--- src/rtl/hazard_controller_pkg.sv ---
// Shared types and constants for the pipeline hazard controller.
package hazard_controller_pkg;

    localparam int HZ_BUBBLE_W = 4;

    typedef enum logic [1:0] {
        HZ_RUN     = 2'd0,
        HZ_RECOVER = 2'd1,
        HZ_DSTALL  = 2'd2
    } hazard_state_t;

    typedef struct packed {
        logic stall;
        logic flush;
    } stage_ctl_t;

endpackage

--- src/rtl/hazard_controller_if.sv ---
// Hazard indications in, pipeline-register stall/flush controls out.
// master = hazard controller, slave = pipeline datapath.
interface hazard_controller_if;
    logic ic_miss;
    logic ld_use;
    logic ex_mispredict;
    logic dc_miss;
    logic pc_stall;
    logic i2d_stall, i2d_flush;
    logic d2e_stall, d2e_flush;
    logic e2m_stall, e2m_flush;
    logic m2w_stall, m2w_flush;

    modport master (
        input  ic_miss, ld_use, ex_mispredict, dc_miss,
        output pc_stall, i2d_stall, i2d_flush, d2e_stall, d2e_flush,
               e2m_stall, e2m_flush, m2w_stall, m2w_flush
    );

    modport slave (
        output ic_miss, ld_use, ex_mispredict, dc_miss,
        input  pc_stall, i2d_stall, i2d_flush, d2e_stall, d2e_flush,
               e2m_stall, e2m_flush, m2w_stall, m2w_flush
    );
endinterface

--- src/rtl/hazard_controller_perf_counter.sv ---
// Saturating event counter; cleared by reset, sticks at all-ones.
module hazard_perf_counter #(
    parameter int unsigned W = 32
) (
    input  logic         clk,
    input  logic         rst,
    input  logic         inc_i,
    output logic [W-1:0] count_o
);
    logic [W-1:0] count_q;

    // Count winning-rule cycles, holding once the counter is full.
    always_ff @(posedge clk or posedge rst) begin
        if (rst)
            count_q <= '0;
        else if (inc_i && (count_q != {W{1'b1}}))
            count_q <= count_q + W'(1);
    end

    assign count_o = count_q;
endmodule

--- src/rtl/hazard_controller.sv ---
// Stall/flush sequencer for the five-stage pipeline.
// Optional performance counters are built when HAZARD_PERF_EN is defined.
//
// state      | meaning
// RUN        | normal issue; ld_use / ic_miss handled per cycle
// RECOVER    | i2d flushed while the redirected fetch refills
// DSTALL     | d-cache miss; upstream frozen, prior state and counter held
module hazard_controller
    import hazard_controller_pkg::*;
#(
    parameter int unsigned RECOVERY_BUBBLES = 1
`ifdef HAZARD_PERF_EN
  , parameter int unsigned PERF_W = 32
`endif
) (
    input  logic                clk,
    input  logic                rst,
    hazard_controller_if.master hz,
    output logic [1:0]          state_o
`ifdef HAZARD_PERF_EN
  , output logic [PERF_W-1:0]   perf_dstall_cyc,
    output logic [PERF_W-1:0]   perf_lduse_bubbles,
    output logic [PERF_W-1:0]   perf_mispredicts,
    output logic [PERF_W-1:0]   perf_icmiss_cyc
`endif
);
    localparam logic [HZ_BUBBLE_W-1:0] BUBBLES = HZ_BUBBLE_W'(RECOVERY_BUBBLES);

    hazard_state_t state_q, state_d;
    hazard_state_t saved_q, saved_d;
    hazard_state_t eff_state;
    logic [HZ_BUBBLE_W-1:0] cnt_q, cnt_d;
    stage_ctl_t i2d_c, d2e_c, e2m_c, m2w_c;
    logic pc_stall;

    // Leaving DSTALL evaluates the rules as if already back in the saved state.
    assign eff_state = (state_q == HZ_DSTALL) ? saved_q : state_q;

    // State, saved state and bubble counter registers.
    always_ff @(posedge clk or posedge rst) begin
        if (rst) begin
            state_q <= HZ_RUN;
            saved_q <= HZ_RUN;
            cnt_q   <= '0;
        end else begin
            state_q <= state_d;
            saved_q <= saved_d;
            cnt_q   <= cnt_d;
        end
    end

    // Fixed-priority hazard resolution: next state and stage controls.
    always_comb begin
        state_d  = eff_state;
        saved_d  = saved_q;
        cnt_d    = cnt_q;
        pc_stall = 1'b0;
        i2d_c    = '0;
        d2e_c    = '0;
        e2m_c    = '0;
        m2w_c    = '0;
        if (hz.dc_miss) begin
            pc_stall    = 1'b1;
            i2d_c.stall = 1'b1;
            d2e_c.stall = 1'b1;
            e2m_c.stall = 1'b1;
            m2w_c.flush = 1'b1;
            state_d     = HZ_DSTALL;
            saved_d     = eff_state;
        end else if (hz.ex_mispredict) begin
            i2d_c.flush = 1'b1;
            d2e_c.flush = 1'b1;
            cnt_d       = BUBBLES;
            state_d     = HZ_RECOVER;
        end else if (eff_state == HZ_RECOVER) begin
            i2d_c.flush = 1'b1;
            cnt_d       = cnt_q - HZ_BUBBLE_W'(1);
            state_d     = (cnt_q <= HZ_BUBBLE_W'(1)) ? HZ_RUN : HZ_RECOVER;
        end else if (hz.ld_use) begin
            pc_stall    = 1'b1;
            i2d_c.stall = 1'b1;
            d2e_c.flush = 1'b1;
        end else if (hz.ic_miss) begin
            pc_stall    = 1'b1;
            i2d_c.flush = 1'b1;
        end
        // Reset drains the whole pipe immediately, independent of the clock.
        if (rst) begin
            pc_stall = 1'b1;
            i2d_c    = '{stall: 1'b0, flush: 1'b1};
            d2e_c    = '{stall: 1'b0, flush: 1'b1};
            e2m_c    = '{stall: 1'b0, flush: 1'b1};
            m2w_c    = '{stall: 1'b0, flush: 1'b1};
        end
    end

    assign hz.pc_stall  = pc_stall;
    assign hz.i2d_stall = i2d_c.stall;
    assign hz.i2d_flush = i2d_c.flush;
    assign hz.d2e_stall = d2e_c.stall;
    assign hz.d2e_flush = d2e_c.flush;
    assign hz.e2m_stall = e2m_c.stall;
    assign hz.e2m_flush = e2m_c.flush;
    assign hz.m2w_stall = m2w_c.stall;
    assign hz.m2w_flush = m2w_c.flush;
    assign state_o      = state_q;

`ifdef HAZARD_PERF_EN
    logic win_dstall, win_mispredict, win_lduse, win_icmiss;

    assign win_dstall     = hz.dc_miss;
    assign win_mispredict = !hz.dc_miss && hz.ex_mispredict;
    assign win_lduse      = !hz.dc_miss && !hz.ex_mispredict &&
                            (eff_state != HZ_RECOVER) && hz.ld_use;
    assign win_icmiss     = !hz.dc_miss && !hz.ex_mispredict &&
                            (eff_state != HZ_RECOVER) && !hz.ld_use && hz.ic_miss;

    hazard_perf_counter #(.W(PERF_W)) u_perf_dstall (
        .clk(clk), .rst(rst), .inc_i(win_dstall), .count_o(perf_dstall_cyc));
    hazard_perf_counter #(.W(PERF_W)) u_perf_lduse (
        .clk(clk), .rst(rst), .inc_i(win_lduse), .count_o(perf_lduse_bubbles));
    hazard_perf_counter #(.W(PERF_W)) u_perf_mispredict (
        .clk(clk), .rst(rst), .inc_i(win_mispredict), .count_o(perf_mispredicts));
    hazard_perf_counter #(.W(PERF_W)) u_perf_icmiss (
        .clk(clk), .rst(rst), .inc_i(win_icmiss), .count_o(perf_icmiss_cyc));
`endif
endmodule

--- src/flat_wrapper.sv ---
// flat-port wrapper written by rule: the top's interface ports become plain ports
module hazard_controller_flat import hazard_controller_pkg::*;
#(
    parameter int unsigned RECOVERY_BUBBLES = 1

)
  (clk, rst, state_o, hz_ic_miss, hz_ld_use, hz_ex_mispredict, hz_dc_miss, hz_pc_stall, hz_i2d_stall, hz_i2d_flush, hz_d2e_stall, hz_d2e_flush, hz_e2m_stall, hz_e2m_flush, hz_m2w_stall, hz_m2w_flush);
  hazard_controller_if hz_i ();
  input  logic clk;
  input  logic rst;
  output logic [1:0] state_o;
  input wire logic [$bits(hz_i.ic_miss)-1:0] hz_ic_miss;
  input wire logic [$bits(hz_i.ld_use)-1:0] hz_ld_use;
  input wire logic [$bits(hz_i.ex_mispredict)-1:0] hz_ex_mispredict;
  input wire logic [$bits(hz_i.dc_miss)-1:0] hz_dc_miss;
  output wire logic [$bits(hz_i.pc_stall)-1:0] hz_pc_stall;
  output wire logic [$bits(hz_i.i2d_stall)-1:0] hz_i2d_stall;
  output wire logic [$bits(hz_i.i2d_flush)-1:0] hz_i2d_flush;
  output wire logic [$bits(hz_i.d2e_stall)-1:0] hz_d2e_stall;
  output wire logic [$bits(hz_i.d2e_flush)-1:0] hz_d2e_flush;
  output wire logic [$bits(hz_i.e2m_stall)-1:0] hz_e2m_stall;
  output wire logic [$bits(hz_i.e2m_flush)-1:0] hz_e2m_flush;
  output wire logic [$bits(hz_i.m2w_stall)-1:0] hz_m2w_stall;
  output wire logic [$bits(hz_i.m2w_flush)-1:0] hz_m2w_flush;
  assign hz_i.ic_miss = hz_ic_miss;
  assign hz_i.ld_use = hz_ld_use;
  assign hz_i.ex_mispredict = hz_ex_mispredict;
  assign hz_i.dc_miss = hz_dc_miss;
  assign hz_pc_stall = hz_i.pc_stall;
  assign hz_i2d_stall = hz_i.i2d_stall;
  assign hz_i2d_flush = hz_i.i2d_flush;
  assign hz_d2e_stall = hz_i.d2e_stall;
  assign hz_d2e_flush = hz_i.d2e_flush;
  assign hz_e2m_stall = hz_i.e2m_stall;
  assign hz_e2m_flush = hz_i.e2m_flush;
  assign hz_m2w_stall = hz_i.m2w_stall;
  assign hz_m2w_flush = hz_i.m2w_flush;
  hazard_controller #(.RECOVERY_BUBBLES(RECOVERY_BUBBLES)) u_core (.clk(clk), .rst(rst), .hz(hz_i), .state_o(state_o));
endmodule
--- config.mk ---
export PLATFORM = sky130hd
export DESIGN_NAME = hazard_controller_flat
export DESIGN_NICKNAME = d
export VERILOG_FILES = /design/src/rtl/hazard_controller_pkg.sv /design/src/rtl/hazard_controller_if.sv /design/src/rtl/hazard_controller_perf_counter.sv /design/src/rtl/hazard_controller.sv /design/src/flat_wrapper.sv
export SDC_FILE = /design/constraint.sdc
export NUM_CORES = 1
export LEC_CHECK = 0
export CORE_UTILIZATION = 35
export CTS_CLUSTER_DIAMETER = 200
export DETAILED_ROUTE_END_ITERATION = 8
export MAX_ROUTING_LAYER = met4
export PLACE_DENSITY_LB_ADDON = 0.15
export SYNTH_ARGS = -nofsm -noshare
export SYNTH_HDL_FRONTEND = slang
export SYNTH_SLANG_ARGS = --single-unit
--- constraint.sdc ---
create_clock -name clk -period 3.5 [get_ports clk]
set_input_delay 1.05 -clock clk [delete_from_list [all_inputs] [get_ports clk]]
set_output_delay 1.05 -clock clk [all_outputs]
set_load 0.05 [all_outputs]
==> results of run 1 <==
-- kinds of logic (layout without fill, tap and decap cells) --
family / Yosys count / in the layout / synth area share
adder cells (fa/ha/maj): 2 / 2 / 0.0441
AND/OR/NAND/NOR: 17 / 17 / 0.192
AO/OA/AOI/OAI: 18 / 18 / 0.245
multiplexers: 3 / 3 / 0.0574
buffers and inverters: 12 / 31 / 0.102
flip-flops: 8 / 8 / 0.353
other: 1 / 1 / 0.00662
-- placed cells by master, fill, tap and decap left out, types with 2 or more instances in the layout --
cell type,count
a21oi_1,4
nor2_1,8
nand2_1,2
clkbuf_4,3
clkdlybuf4s50_1,7
ha_1,2
dfrtp_1,8
buf_12,7
buf_4,6
inv_1,8
-- how the worst min path moves through the flow --
stage	start	slack, ns	cells after the start	endpoint
detailed placement	u_core.cnt_q[1]	0.53	1	u_core.cnt_q[1]
CTS	u_core.cnt_q[1]	0.54	1	u_core.cnt_q[1]
floorplan	u_core.cnt_q[1]	0.50	1	u_core.cnt_q[1]
finish	u_core.cnt_q[1]	0.54	1	u_core.cnt_q[1]
global placement	u_core.cnt_q[1]	0.53	1	u_core.cnt_q[1]
global route	u_core.cnt_q[1]	0.57	1	u_core.cnt_q[1]
-- synth_stat cells (all sizes together) --
master / n
o2111ai: 1
nor2: 9
and2b: 1
nor4: 1
nand2b: 1
a2111oi: 1
nand4bb: 1
buf: 3
o21a: 1
a311o: 1
clkbuf: 1
a21o: 1
dfrtp: 8
nand4: 1
and4bb: 1
a21oi: 4
mux2: 2
nand2: 2
inv: 8
mux2i: 1
o311ai: 1
o211ai: 1
o41ai: 2
a32o: 1
ha: 2
a31oi: 2
o21ai: 2
conb: 1
-- layer usage --
layer  vias to the layer above  track usage  part of all wire
met5                         -            -                 0
met4                         0       0.0938                 0
met3                         0       0.0345             0.043
met2                        15        0.228              0.47
met1                       223        0.194              0.48
li1                        260            -                 -
-- metrics by stage --
stage	hold slack, ns	total power [mW]	setup WS, ns	instance area (um2)
floorplan	0.500	0.294	0.146	577
global placement	0.529	0.360	0.175	825
detailed placement	0.534	0.361	0.190	825
CTS	0.544	0.429	0.170	847
global route	0.573	0.456	0.0967	847
finish	0.540	0.422	0.148	847
-- power by group --
part / leakage, nW / total, mW / switching, mW / internal [mW]
combinational: 0.266 / 0.201 / 0.105 / 0.0962
sequential: 0.0962 / 0.157 / 0.0344 / 0.122
clock: 0.0138 / 0.0638 / 0.0250 / 0.0388
-- layout make-up --
cell class	count	area [um2]	share of cell area
Tap cell	16	20.0	0.0236
Sequential cell	8	200	0.236
Timing Repair Buffer	20	255	0.301
Multi-Input combinational cell	41	319	0.377
Inverter	8	30.0	0.0355
Clock buffer	3	22.5	0.0266
-- registers in the layout, indices dropped and copies added, names as in the netlist --
signal,count
u_core.cnt_q,4
u_core.saved_q,2
u_core.state_o,2
==> results.ini, run 1 <==
[timing]
slew_viol_final = 0
hold_viol = 0
setup-violations-final = 0
finalCritPeriodShare = 0.958
fmax_mhz = 298
setup-tns-final_ns = 0
grt_setup_unrepaired = no
fin_crit_ns = 3.35
fin_worst_skew_ns = 0.000917

[die]
rows = 14
die_w_um = 42.2
start_util = 0.376
ios = 17
core_area_um2 = 1510
dieArea_um2 = 1780
die_h_um = 42.2

[cts]
clock_latency_ns = 0.24
numCtsBuffers = 3
cts.path.max_buffers = 2
cts_resized = 0
clk_pin_slew_ns = 0.05
cts_setup_buffers = 0
clock-sinks = 8
cts_tree = yes
clock-root-buffer = clkbuf_4
htree_levels = 1
hold_buffers = 0

[job]
max_cap_viol_count = 0

[setup_path]
crit_buf_inv = 3
cp.depth = 5
cpMaxStageDelayCell = clkdlybuf4s50_1
crit-reg2reg-launch = u_core.state_o[0]
arrival_ns = 2.30
cp_top_family = buffers and inverters
endpoint_kind = output port
cp.required_ns = 2.45
ff2ff_path_depth = 3
max_stage_delay_ns = 0.55
crit_fanout = 7
crit_type = primary input to output port
reg2reg_to = u_core.cnt_q[1]
cp-start-kind = primary input
crit_start = hz_ex_mispredict
crit_path_cell_trace = clkdlybuf4s50_1 > inv_1 > nand4_1 > a21oi_1 > buf_12
rrSetupSlack_ns = 2.00
critPathCapture = hz_i2d_stall

[placement]
post-dp-hpwl_um = 924
dp_cells = 93
routabilityCongestion = 0.763
placement.io_buffers = 15

[routing]
wl_per_cell_um = 12.2
initialDrtViolationCount = 2
drt_wl_total_um = 1170
vias_per_cell = 5.19
drtAntennaViolNets = 0
first_pass_iters = 3
vias = 498
drc = 0

[power_and_ir_drop]
powerDensity_nw_per_um2 = 498
p_leak_nw = 0.376
peakVddDrop_mv = 0.273

[synth]
yosys-top-cells-area = dfrtp_1 (35%), nor2_1 (6.0%), inv_1 (5.3%), nand4bb_4 (4.9%), ha_1 (4.4%)
synth_area_per_cell_um2 = 9.29
yosys.area.top_type = dfrtp_1
synth.ff_latch_count = 8
netlist_instances = 61
ys_types = 31
netlist_area_um2 = 567
yosys_warnings = 0
synth_top_area_frac = 0.353
seq_area_frac_synth = 0.353
syn_nets = 69

[grt]
grt_max_degree = 9
track_usage = 0.155
grt_pass1_vias = 465
antenna_found_initial = 0
grt_first_pass_wirelength_um = 1990
overflow = 0

[finish]
nets = 90
post-route-util = 0.562
drive_gt1_frac = 0.300
antenna_cells = 0
fillers = 133
area_growth_pct = 49.4
final_cells = 96

[hold_path]
hold_path_class = flip-flop to flip-flop

[outcome]
status = finished clean

No activity file was read; power rests on OpenSTA's default activity.
==> inputs of run 2 (changes only) <==
--- a/config.mk
+++ b/config.mk
@@ -5,6 +5,7 @@
 export SDC_FILE = /design/constraint.sdc
 export NUM_CORES = 1
 export LEC_CHECK = 0
+export CAP_MARGIN = 10
 export CORE_UTILIZATION = 35
 export CTS_CLUSTER_DIAMETER = 200
 export DETAILED_ROUTE_END_ITERATION = 8
==> results of run 2 <==
No change in the layout: final DEF, timing and power equal those of run 1.
==> inputs of run 3 (changes only) <==
--- a/config.mk
+++ b/config.mk
@@ -10,7 +10,7 @@
 export CTS_CLUSTER_DIAMETER = 200
 export DETAILED_ROUTE_END_ITERATION = 8
 export MAX_ROUTING_LAYER = met4
-export PLACE_DENSITY_LB_ADDON = 0.15
+export PLACE_DENSITY_LB_ADDON = 0.12
 export SYNTH_ARGS = -nofsm -noshare
 export SYNTH_HDL_FRONTEND = slang
 export SYNTH_SLANG_ARGS = --single-unit
==> run 3 against run 2 <==
- maximum frequency increased by 0.23%
- power increased by 0.37%
- register-to-register slack about the same
- final cell count decreased by 1.0%
- clock-buffer cell count unchanged
- worst hold slack improved by 0.0085 ns
- non-clock buffer count decreased by 1
- clock skew about the same
- cell area decreased by 0.89%
- sequential share of layout area increased by 0.21 points
- critical path depth unchanged
- critical path type unchanged
==> results.ini, run 3 (synthesis results as in run 1) <==
[placement]
routabilityCongestion = 0.756  ; was 0.763
post-dp-hpwl_um = 947  ; was 924 um
placement.io_buffers = 15  ; unchanged
dpl_cell_area_um2 = 817  ; was 825 um2

[die]
die_w_um = 42.2  ; unchanged
rows = 14  ; unchanged
die_h_um = 42.2  ; unchanged
ios = 17  ; unchanged
start_util = 0.376  ; unchanged
core_area_um2 = 1510  ; unchanged
dieArea_um2 = 1780  ; unchanged

[timing]
fin_crit_ns = 3.34  ; was 3.35 ns
fmax_mhz = 299  ; was 298 MHz
hold_viol = 0  ; unchanged
setup-tns-final_ns = 0  ; unchanged
setup-violations-final = 0  ; unchanged
tightest_slew_ns = 0.499
slew_viol_final = 0  ; unchanged
grt_setup_unrepaired = no  ; unchanged
slew-limit-headroom = 0.666
fin_worst_skew_ns = 0.00122  ; was 0.000917 ns
finalCritPeriodShare = 0.955  ; was 0.958

[hold_path]
whs_path_depth = 1  ; unchanged
hold_path_class = flip-flop to flip-flop  ; unchanged
min_to = u_core.cnt_q[1]  ; unchanged
min-delay-start = u_core.cnt_q[1]  ; unchanged

[cts]
clock-sinks = 8  ; unchanged
htree_levels = 1  ; unchanged
hold_buffers = 0  ; unchanged
clock_latency_ns = 0.24  ; about the same
clock-root-buffer = clkbuf_4  ; unchanged
cts.path.max_buffers = 2  ; unchanged
cts_setup_buffers = 0  ; unchanged
numCtsBuffers = 3  ; unchanged
clk_pin_slew_ns = 0.05  ; about the same
cts_tree = yes  ; unchanged
cts_resized = 0  ; unchanged

[routing]
drt_wl_total_um = 1200  ; was 1170 um
top_layer_used = met4  ; was met3
m1WireLength_um = 576  ; was 565 um
wl_per_cell_um = 12.6  ; was 12.2 um
drtAntennaViolNets = 0  ; unchanged
wl_met3_um = 53  ; was 50 um
vias_per_cell = 5.32  ; was 5.19
first_pass_iters = 4  ; was 3
met2WireLength_um = 549  ; was 554 um
vias = 505  ; was 498
initialDrtViolationCount = 7  ; was 2
drc = 0  ; unchanged

[finish]
area_growth_pct = 48.1  ; was 49.4%
nets = 89  ; was 90
multi_input_area_um2 = 319  ; unchanged
largest_reg_flops = 4  ; unchanged
fillers = 142  ; was 133
drive_gt1_frac = 0.291  ; was 0.300
design_area_um2 = 840  ; was 847 um2
regArea_um2 = 200  ; unchanged
top_register = u_core.cnt_q  ; unchanged
antenna_cells = 0  ; unchanged
final_cell_mix = inv_1 (8), nor2_1 (8), dfrtp_1 (8)  ; unchanged

[grt]
grt_max_degree = 9  ; unchanged
grt_first_pass_wirelength_um = 1950  ; was 1990 um
overflow = 0  ; unchanged
antenna_found_initial = 0  ; unchanged
grt_pass1_vias = 474  ; was 465
track_usage = 0.144  ; was 0.155

[setup_path]
arrival_ns = 2.29  ; was 2.30 ns
crit-reg2reg-launch = u_core.state_o[0]  ; unchanged
reg2reg_to = u_core.cnt_q[1]  ; unchanged
rrSetupSlack_ns = 2.00  ; about the same
crit_fanout = 7  ; unchanged
endpoint_kind = output port  ; unchanged
ff2ff_path_depth = 3  ; unchanged
crit_type = primary input to output port  ; unchanged
cp.required_ns = 2.45  ; about the same
cp-start-kind = primary input  ; unchanged

[power_and_ir_drop]
pwr-share-comb = 0.473  ; was 0.477
switching_power_uw = 167  ; was 165 uW
p_leak_nw = 0.371  ; was 0.376 nW
switching_share = 0.395  ; was 0.390
powerDensity_nw_per_um2 = 505  ; was 498 nW/um2
p_int_uw = 256  ; was 257 uW
peakVddDrop_mv = 0.276  ; was 0.273 mV
p_seq_frac = 0.374  ; was 0.371
p_clk_frac = 0.153  ; was 0.151

[outcome]
status = finished clean  ; unchanged

[job]
max_cap_viol_count = 0  ; unchanged

==> run 3: final cells by class <==
type / count / area share
Clock buffer: 3 / 0.0268
Inverter: 8 / 0.0358
Multi-Input combinational cell: 41 / 0.380
Sequential cell: 8 / 0.238
Tap cell: 16 / 0.0238
Timing Repair Buffer: 19 / 0.295
==> run 3: per-layer routing <==
layer  up-vias  global-route usage
met1       233               0.183
met2        17               0.218
met5         -                   -
met4         0              0.0938
met3         2              0.0129
li1        253                   -
==> run 3: power groups by stage <==
stage	clock, mW	sequential (mW)	combinational (mW)
6_report	0.0650	0.158	0.200
5_1_grt	0.0729	0.163	0.220
4_1_cts	0.0695	0.158	0.203
3_5_place_dp	0	0.159	0.202
3_3_place_gp	0	0.157	0.201
2_1_floorplan	0	0.163	0.131
==> run 3: through the flow <==
step / hold WS (ns) / setup slack, ns / power [mW] / std cells / utilization
2_1_floorplan: 0.500 / 0.146 / 0.294 / 61 / -
3_3_place_gp: 0.528 / 0.180 / 0.358 / 92 / 0.542
3_5_place_dp: 0.548 / 0.168 / 0.362 / 92 / 0.542
4_1_cts: 0.559 / 0.155 / 0.430 / 95 / 0.557
5_1_grt: 0.580 / 0.0387 / 0.456 / 95 / 0.557
6_report: 0.549 / 0.156 / 0.424 / 95 / 0.557
==> run 3: how the worst max path moves through the flow <==
stage                   end        startpoint  slack [ns]
3_5_place_dp   hz_i2d_stall  hz_ex_mispredict        0.17
3_3_place_gp   hz_d2e_flush               rst        0.18
5_1_grt        hz_i2d_stall  hz_ex_mispredict        0.04
4_1_cts        hz_i2d_stall  hz_ex_mispredict        0.15
2_1_floorplan  hz_d2e_flush        hz_dc_miss        0.15
6_report       hz_i2d_stall  hz_ex_mispredict        0.16
==> run 3: worst max-delay path, cell delays in order <==
cell             delay, ns
clkdlybuf4s50_1       0.55
inv_1                 0.15
nand4_1               0.10
a21oi_1               0.27
buf_12                0.18
